--- config.mk ---
export PLATFORM = sky130hd
export DESIGN_NAME = if_id_queue_flat
export DESIGN_NICKNAME = d
export VERILOG_FILES = /design/src/rtl/if_id_queue_pkg.sv /design/src/rtl/if_id_queue_if.sv /design/src/rtl/ifq_predecode.sv /design/src/rtl/if_id_queue.sv /design/src/flat_wrapper.sv
export SDC_FILE = /design/constraint.sdc
export NUM_CORES = 1
export LEC_CHECK = 0
export CORE_ASPECT_RATIO = 0.5
export CORE_MARGIN = 2
export CORE_UTILIZATION = 43
export DETAILED_ROUTE_END_ITERATION = 8
export SYNTH_ARGS = -nofsm -noshare
export SYNTH_HDL_FRONTEND = slang
export SYNTH_SLANG_ARGS = --single-unit
--- constraint.sdc ---
create_clock -name clk -period 4.6 [get_ports clk]
set_input_delay 0.92 -clock clk [delete_from_list [all_inputs] [get_ports clk]]
set_output_delay 0.92 -clock clk [all_outputs]
set_load 0.02 [all_outputs]
--- src/rtl/if_id_queue_pkg.sv ---
// Shared RISC-V definitions used by the fetch/decode boundary: opcode constants,
// the buffered queue entry layout and the control-flow opcode classifier.
package riscv_pkg;

    localparam int XLEN_DEFAULT = 32;

    localparam logic [6:0] OPC_JAL    = 7'b1101111;
    localparam logic [6:0] OPC_JALR   = 7'b1100111;
    localparam logic [6:0] OPC_BRANCH = 7'b1100011;

    typedef struct packed {
        logic [XLEN_DEFAULT-1:0] pc;
        logic [XLEN_DEFAULT-1:0] inst;
        logic                    is_ctrl;
    } ifq_entry_t;

    // True for opcodes that may redirect the pc (jumps and conditional branches).
    function automatic logic is_ctrl_opcode(input logic [6:0] opc);
        logic res;
        case (opc)
            OPC_JAL:    res = 1'b1;
            OPC_JALR:   res = 1'b1;
            OPC_BRANCH: res = 1'b1;
            default:    res = 1'b0;
        endcase
        return res;
    endfunction

endpackage

--- src/rtl/if_id_queue_if.sv ---
// Fetch/decode handshake bundle around the instruction queue. The queue uses the
// slave modport; the fetch/decode side (or a bench) uses master.
interface if_id_queue_if #(
    parameter int XLEN  = 32,
    parameter int DEPTH = 4
);
    logic                     if_valid;
    logic [XLEN-1:0]          if_pc;
    logic [XLEN-1:0]          if_inst;
    logic                     if_ready;
    logic                     id_valid;
    logic [XLEN-1:0]          id_pc;
    logic [XLEN-1:0]          id_inst;
    logic                     id_is_ctrl;
    logic                     id_ready;
    logic                     flush;
    logic [$clog2(DEPTH):0]   count;

    modport master (
        output if_valid, if_pc, if_inst, id_ready, flush,
        input  if_ready, id_valid, id_pc, id_inst, id_is_ctrl, count
    );

    modport slave (
        input  if_valid, if_pc, if_inst, id_ready, flush,
        output if_ready, id_valid, id_pc, id_inst, id_is_ctrl, count
    );

endinterface

--- src/rtl/ifq_predecode.sv ---
// Combinational predecode: flags instructions whose opcode is JAL, JALR or BRANCH.
module ifq_predecode
    import riscv_pkg::*;
(
    input  logic [6:0] opcode,
    output logic       is_ctrl
);

    assign is_ctrl = is_ctrl_opcode(opcode);

endmodule

--- src/rtl/if_id_queue.sv ---
// Instruction queue between fetch and decode: DEPTH-entry FIFO of {pc, inst, is_ctrl}
// with one-cycle flush. Optional zero-latency empty-queue bypass: define IFQ_BYPASS_EN.
module if_id_queue
    import riscv_pkg::*;
#(
    parameter int XLEN  = XLEN_DEFAULT,
    parameter int DEPTH = 4
) (
    input  logic          clk,
    input  logic          rst,
    if_id_queue_if.slave  q
);

    localparam int PTR_W = $clog2(DEPTH);
    localparam int CNT_W = PTR_W + 1;

    logic [XLEN-1:0]  pc_mem_r   [DEPTH];
    logic [XLEN-1:0]  inst_mem_r [DEPTH];
    logic [DEPTH-1:0] ctrl_mem_r;

    logic [PTR_W-1:0] wr_ptr_r;
    logic [PTR_W-1:0] rd_ptr_r;
    logic [CNT_W-1:0] count_r;

    logic empty_s;
    logic full_s;
    logic bypass_s;
    logic push_s;
    logic pop_s;
    logic is_ctrl_s;

    ifq_predecode u_predecode (
        .opcode  (q.if_inst[6:0]),
        .is_ctrl (is_ctrl_s)
    );

    assign empty_s    = (count_r == {CNT_W{1'b0}});
    assign full_s     = (count_r == CNT_W'(DEPTH));
    assign q.if_ready = ~full_s;
    assign q.count    = count_r;

    // Empty-queue bypass qualifier; stays low when the feature is compiled out.
    always_comb begin
        bypass_s = 1'b0;
`ifdef IFQ_BYPASS_EN
        if (empty_s && q.if_valid && !q.flush) begin
            bypass_s = 1'b1;
        end else begin
            bypass_s = 1'b0;
        end
`endif
    end

    // A bypassed entry consumed the same cycle is never written into storage.
    assign push_s = q.if_valid && !full_s && !(bypass_s && q.id_ready);
    assign pop_s  = !empty_s && q.id_ready;

    // Head presentation: stored head, live bypass, or masked to zero.
    always_comb begin
        q.id_valid   = 1'b0;
        q.id_pc      = {XLEN{1'b0}};
        q.id_inst    = {XLEN{1'b0}};
        q.id_is_ctrl = 1'b0;
        if (!empty_s) begin
            q.id_valid   = 1'b1;
            q.id_pc      = pc_mem_r[rd_ptr_r];
            q.id_inst    = inst_mem_r[rd_ptr_r];
            q.id_is_ctrl = ctrl_mem_r[rd_ptr_r];
        end else if (bypass_s) begin
            q.id_valid   = 1'b1;
            q.id_pc      = q.if_pc;
            q.id_inst    = q.if_inst;
            q.id_is_ctrl = is_ctrl_s;
        end else begin
            q.id_valid   = 1'b0;
        end
    end

    // Pointer and occupancy update; reset outranks flush, flush outranks push/pop.
    always_ff @(posedge clk) begin
        if (rst) begin
            wr_ptr_r <= {PTR_W{1'b0}};
            rd_ptr_r <= {PTR_W{1'b0}};
            count_r  <= {CNT_W{1'b0}};
        end else if (q.flush) begin
            wr_ptr_r <= {PTR_W{1'b0}};
            rd_ptr_r <= {PTR_W{1'b0}};
            count_r  <= {CNT_W{1'b0}};
        end else begin
            if (push_s) begin
                wr_ptr_r <= wr_ptr_r + PTR_W'(1);
            end
            if (pop_s) begin
                rd_ptr_r <= rd_ptr_r + PTR_W'(1);
            end
            case ({push_s, pop_s})
                2'b10:   count_r <= count_r + CNT_W'(1);
                2'b01:   count_r <= count_r - CNT_W'(1);
                default: count_r <= count_r;
            endcase
        end
    end

    // Entry storage; predecode result is captured alongside the instruction.
    always_ff @(posedge clk) begin
        if (push_s && !q.flush && !rst) begin
            pc_mem_r[wr_ptr_r]   <= q.if_pc;
            inst_mem_r[wr_ptr_r] <= q.if_inst;
            ctrl_mem_r[wr_ptr_r] <= is_ctrl_s;
        end
    end

endmodule

--- src/flat_wrapper.sv ---
// flat-port wrapper written by rule: the top's interface ports become plain ports
module if_id_queue_flat import riscv_pkg::*;
#(
    parameter int XLEN  = XLEN_DEFAULT,
    parameter int DEPTH = 4
)
  (clk, rst, q_if_valid, q_if_pc, q_if_inst, q_id_ready, q_flush, q_if_ready, q_id_valid, q_id_pc, q_id_inst, q_id_is_ctrl, q_count);
  if_id_queue_if #(.XLEN(XLEN), .DEPTH(DEPTH)) q_i ();
  input  logic clk;
  input  logic rst;
  input wire logic [$bits(q_i.if_valid)-1:0] q_if_valid;
  input wire logic [$bits(q_i.if_pc)-1:0] q_if_pc;
  input wire logic [$bits(q_i.if_inst)-1:0] q_if_inst;
  input wire logic [$bits(q_i.id_ready)-1:0] q_id_ready;
  input wire logic [$bits(q_i.flush)-1:0] q_flush;
  output wire logic [$bits(q_i.if_ready)-1:0] q_if_ready;
  output wire logic [$bits(q_i.id_valid)-1:0] q_id_valid;
  output wire logic [$bits(q_i.id_pc)-1:0] q_id_pc;
  output wire logic [$bits(q_i.id_inst)-1:0] q_id_inst;
  output wire logic [$bits(q_i.id_is_ctrl)-1:0] q_id_is_ctrl;
  output wire logic [$bits(q_i.count)-1:0] q_count;
  assign q_i.if_valid = q_if_valid;
  assign q_i.if_pc = q_if_pc;
  assign q_i.if_inst = q_if_inst;
  assign q_i.id_ready = q_id_ready;
  assign q_i.flush = q_flush;
  assign q_if_ready = q_i.if_ready;
  assign q_id_valid = q_i.id_valid;
  assign q_id_pc = q_i.id_pc;
  assign q_id_inst = q_i.id_inst;
  assign q_id_is_ctrl = q_i.id_is_ctrl;
  assign q_count = q_i.count;
  if_id_queue #(.XLEN(XLEN), .DEPTH(DEPTH)) u_core (.clk(clk), .rst(rst), .q(q_i));
endmodule
==> results.cfg <==
[outcome]
status = finished, final reports clean

[timing]
fmax_mhz = 262.9
finalCriticalPeriod_ns = 3.803
finalHoldViolCount = 0
setup_viol = 0
slew-limit-headroom = 0.5476
finalCritPeriodShare = 0.8268
whs_ns = 0.5230
finClkSkew_ns = 0.01093
rsz0062_at_grt = no
slew_viol_final = 0
tightest_slew_ns = 0.6786
timing.setup.tns_ns = 0

[power_and_ir_drop]
power_density_mw_per_mm2 = 392.0
power.total_mw = 5.068
peakVddDrop_mv = 0.1931
p_leak_nw = 4.057

[clocking]
htreeDepth = 1
clockBufferDepth = 3
path_clk_slew_ns = 0.06
ctsHoldBuffers = 0
clk_latency_ns = 0.51
clock-sinks = 269
cts_setup_buffers = 0
cts_buffers = 25
cts_tree = yes
post_cts_resized = 0
root_buffer = clkbuf_16

[worst_setup_path]
reg2reg_from = u_core.q.count[2]$_SDFFE_PP0P_
crit_path_max_fanout = 26
crit_path_end_kind = output port
start_kind = flip-flop
crit_type = reg2out
cp.arrival_ns = 2.88
max_stage_delay_ns = 0.72
cp_num_buf_inv = 2
critPathRequiredTime_ns = 3.68
crit_slowest_cell = dfxtp_4
cp_num_cells = 4
ff2ff_path_depth = 9
worstPathCellList = buf_4 -> mux4_2 -> and2_1 -> clkdlybuf4s50_1
crit_family = buffers and inverters

[final_layout]
mostFrequentLayoutCell = edfxtp_1
syn_to_final_growth_pct = 24.43
seqCellArea_mm2 = 0.007995
drive_gt1_frac = 0.1894
mostFrequentLayoutCells = edfxtp_1, clkdlybuf4s50_1, mux4_2, and2_1, clkbuf_16
fin_area_mm2 = 0.01293
fin_util = 0.5416
multi_input_area_mm2 = 0.002186
fillerInstances = 1837
layout.nets = 695
diodes = 0

[synthesis]
ys_seq_area_frac = 0.7688
yosysUniqueCellTypes = 29
synth_edf_count = 260
synth-main-ff-cell = edfxtp_1
syn_area_mm2 = 0.01039
ys_warn_count = 0
synth_area_per_cell_um2 = 22.15
synth_cells = 469
synth-seq-cells = 269
syn-num-nets = 544
async_reset_ff_frac = 0

[routing]
drc = 0
viasPerCell = 5.150
wl_mm = 19.53
drt_pass1_iterations = 6
dr_total_vias = 4913
ant_nets = 0
wl_per_cell_um = 20.47
detail_route.iter0.violations = 319

[floorplanning]
die_h_um = 113.9
rows = 40
start_util = 0.4352
ioPinCount = 139
coreArea_mm2 = 0.02387
die_w_um = 223.8
dieArea_mm2 = 0.02550

[global_routing]
track_usage = 0.1559
grt_max_degree = 51
grt_pass1_wl_mm = 29.98
antenna_found_initial = 0
grt_pass1_vias = 5239
gr-total-overflow = 0

[place]
gp_congestion = 0.7197
place_area_mm2 = 0.01213
io_buffer_count = 138
place_hpwl_mm = 11.58

[job]
drv_cap = 0

[min_path]
hold_depth = 2
worstHoldStart = u_core.wr_ptr_r[0]$_SDFFE_PP0P_
min_path_type = reg2reg
[path summary, 6_finish.rpt]
| path | to | slack, ns |
|---|---|---|
| worst max-delay path | q_id_pc[17] | 0.80 |
| worst max register to register | u_core.q.count[2]$_SDFFE_PP0P_ | 2.11 |
| worst min-delay path | u_core.wr_ptr_r[0]$_SDFFE_PP0P_ | 0.52 |
| worst min register to register | u_core.wr_ptr_r[0]$_SDFFE_PP0P_ | 0.52 |
[synth_stat cells, drive strengths merged (4+ instances only)]
cell,instances,area (um2)
edfxtp,260,7807
and2,66,415.4
mux4,65,1464
buf,14,172.7
clkbuf,9,35.03
dfxtp,9,180.2
inv,8,30.03
nor2,8,30.03
ha,5,62.56
and3,4,25.02
xor2,4,35.03
[cells by family after synthesis]
logic type,count (synthesis),synth area share
DFF,269,0.7688
and+or+nand+nor,86,0.05046
muxes,66,0.1419
buffers and inverters,31,0.02288
AOI/OAI and AO/OA,7,0.004697
adders and majority gates,6,0.007948
xor gates and xnor gates,4,0.003372
[worst min-delay path, stage by stage, from the launching register on]
cell and delay (ns):
dfxtp_1 0.34, nand2_1 0.07, mux2i_1 0.06
[sequential cells by signal (all words and copies together) (netlist names), named ones only]
register / count
u_core.wr_ptr_r: 2
u_core.ctrl_mem_r: 4
u_core.inst_mem_r: 128
u_core.q.count: 3
u_core.rd_ptr_r: 2
u_core.pc_mem_r: 128
[power breakdown]
part	internal [mW]	total, mW	switching [mW]
logic	0.169	0.326	0.157
clock network	1.17	2.02	0.846
registers	2.71	2.72	0.0113
[per-stage QoR]
stage | setup WS (ns) | cells
5_1_grt | 0.5937 | 954
3_5_place_dp | 1.258 | 908
3_3_place_gp | 1.263 | 908
2_1_floorplan | 1.378 | 469
6_report | 0.7968 | 954
4_1_cts | 0.7037 | 954
[layer usage]
metal / vias up / global-route usage / routed length [um]
li1: 2205 / - / -
met1: 2599 / 0.2125 / 8674
met4: 0 / 0.03822 / 425
met3: 31 / 0.02473 / 545
met2: 78 / 0.2673 / 9884
met5: - / 0 / 0
[layout make-up]
cell class	count	share of cell area
inverter	8	0.002323
sequential	269	0.6184
multi-input combinational	169	0.1691
clock inverter	14	0.01142
tap	315	0.03048
clock buffer	32	0.05042
timing repair buffer	147	0.1179
No activity file was read; power rests on OpenSTA's default activity.
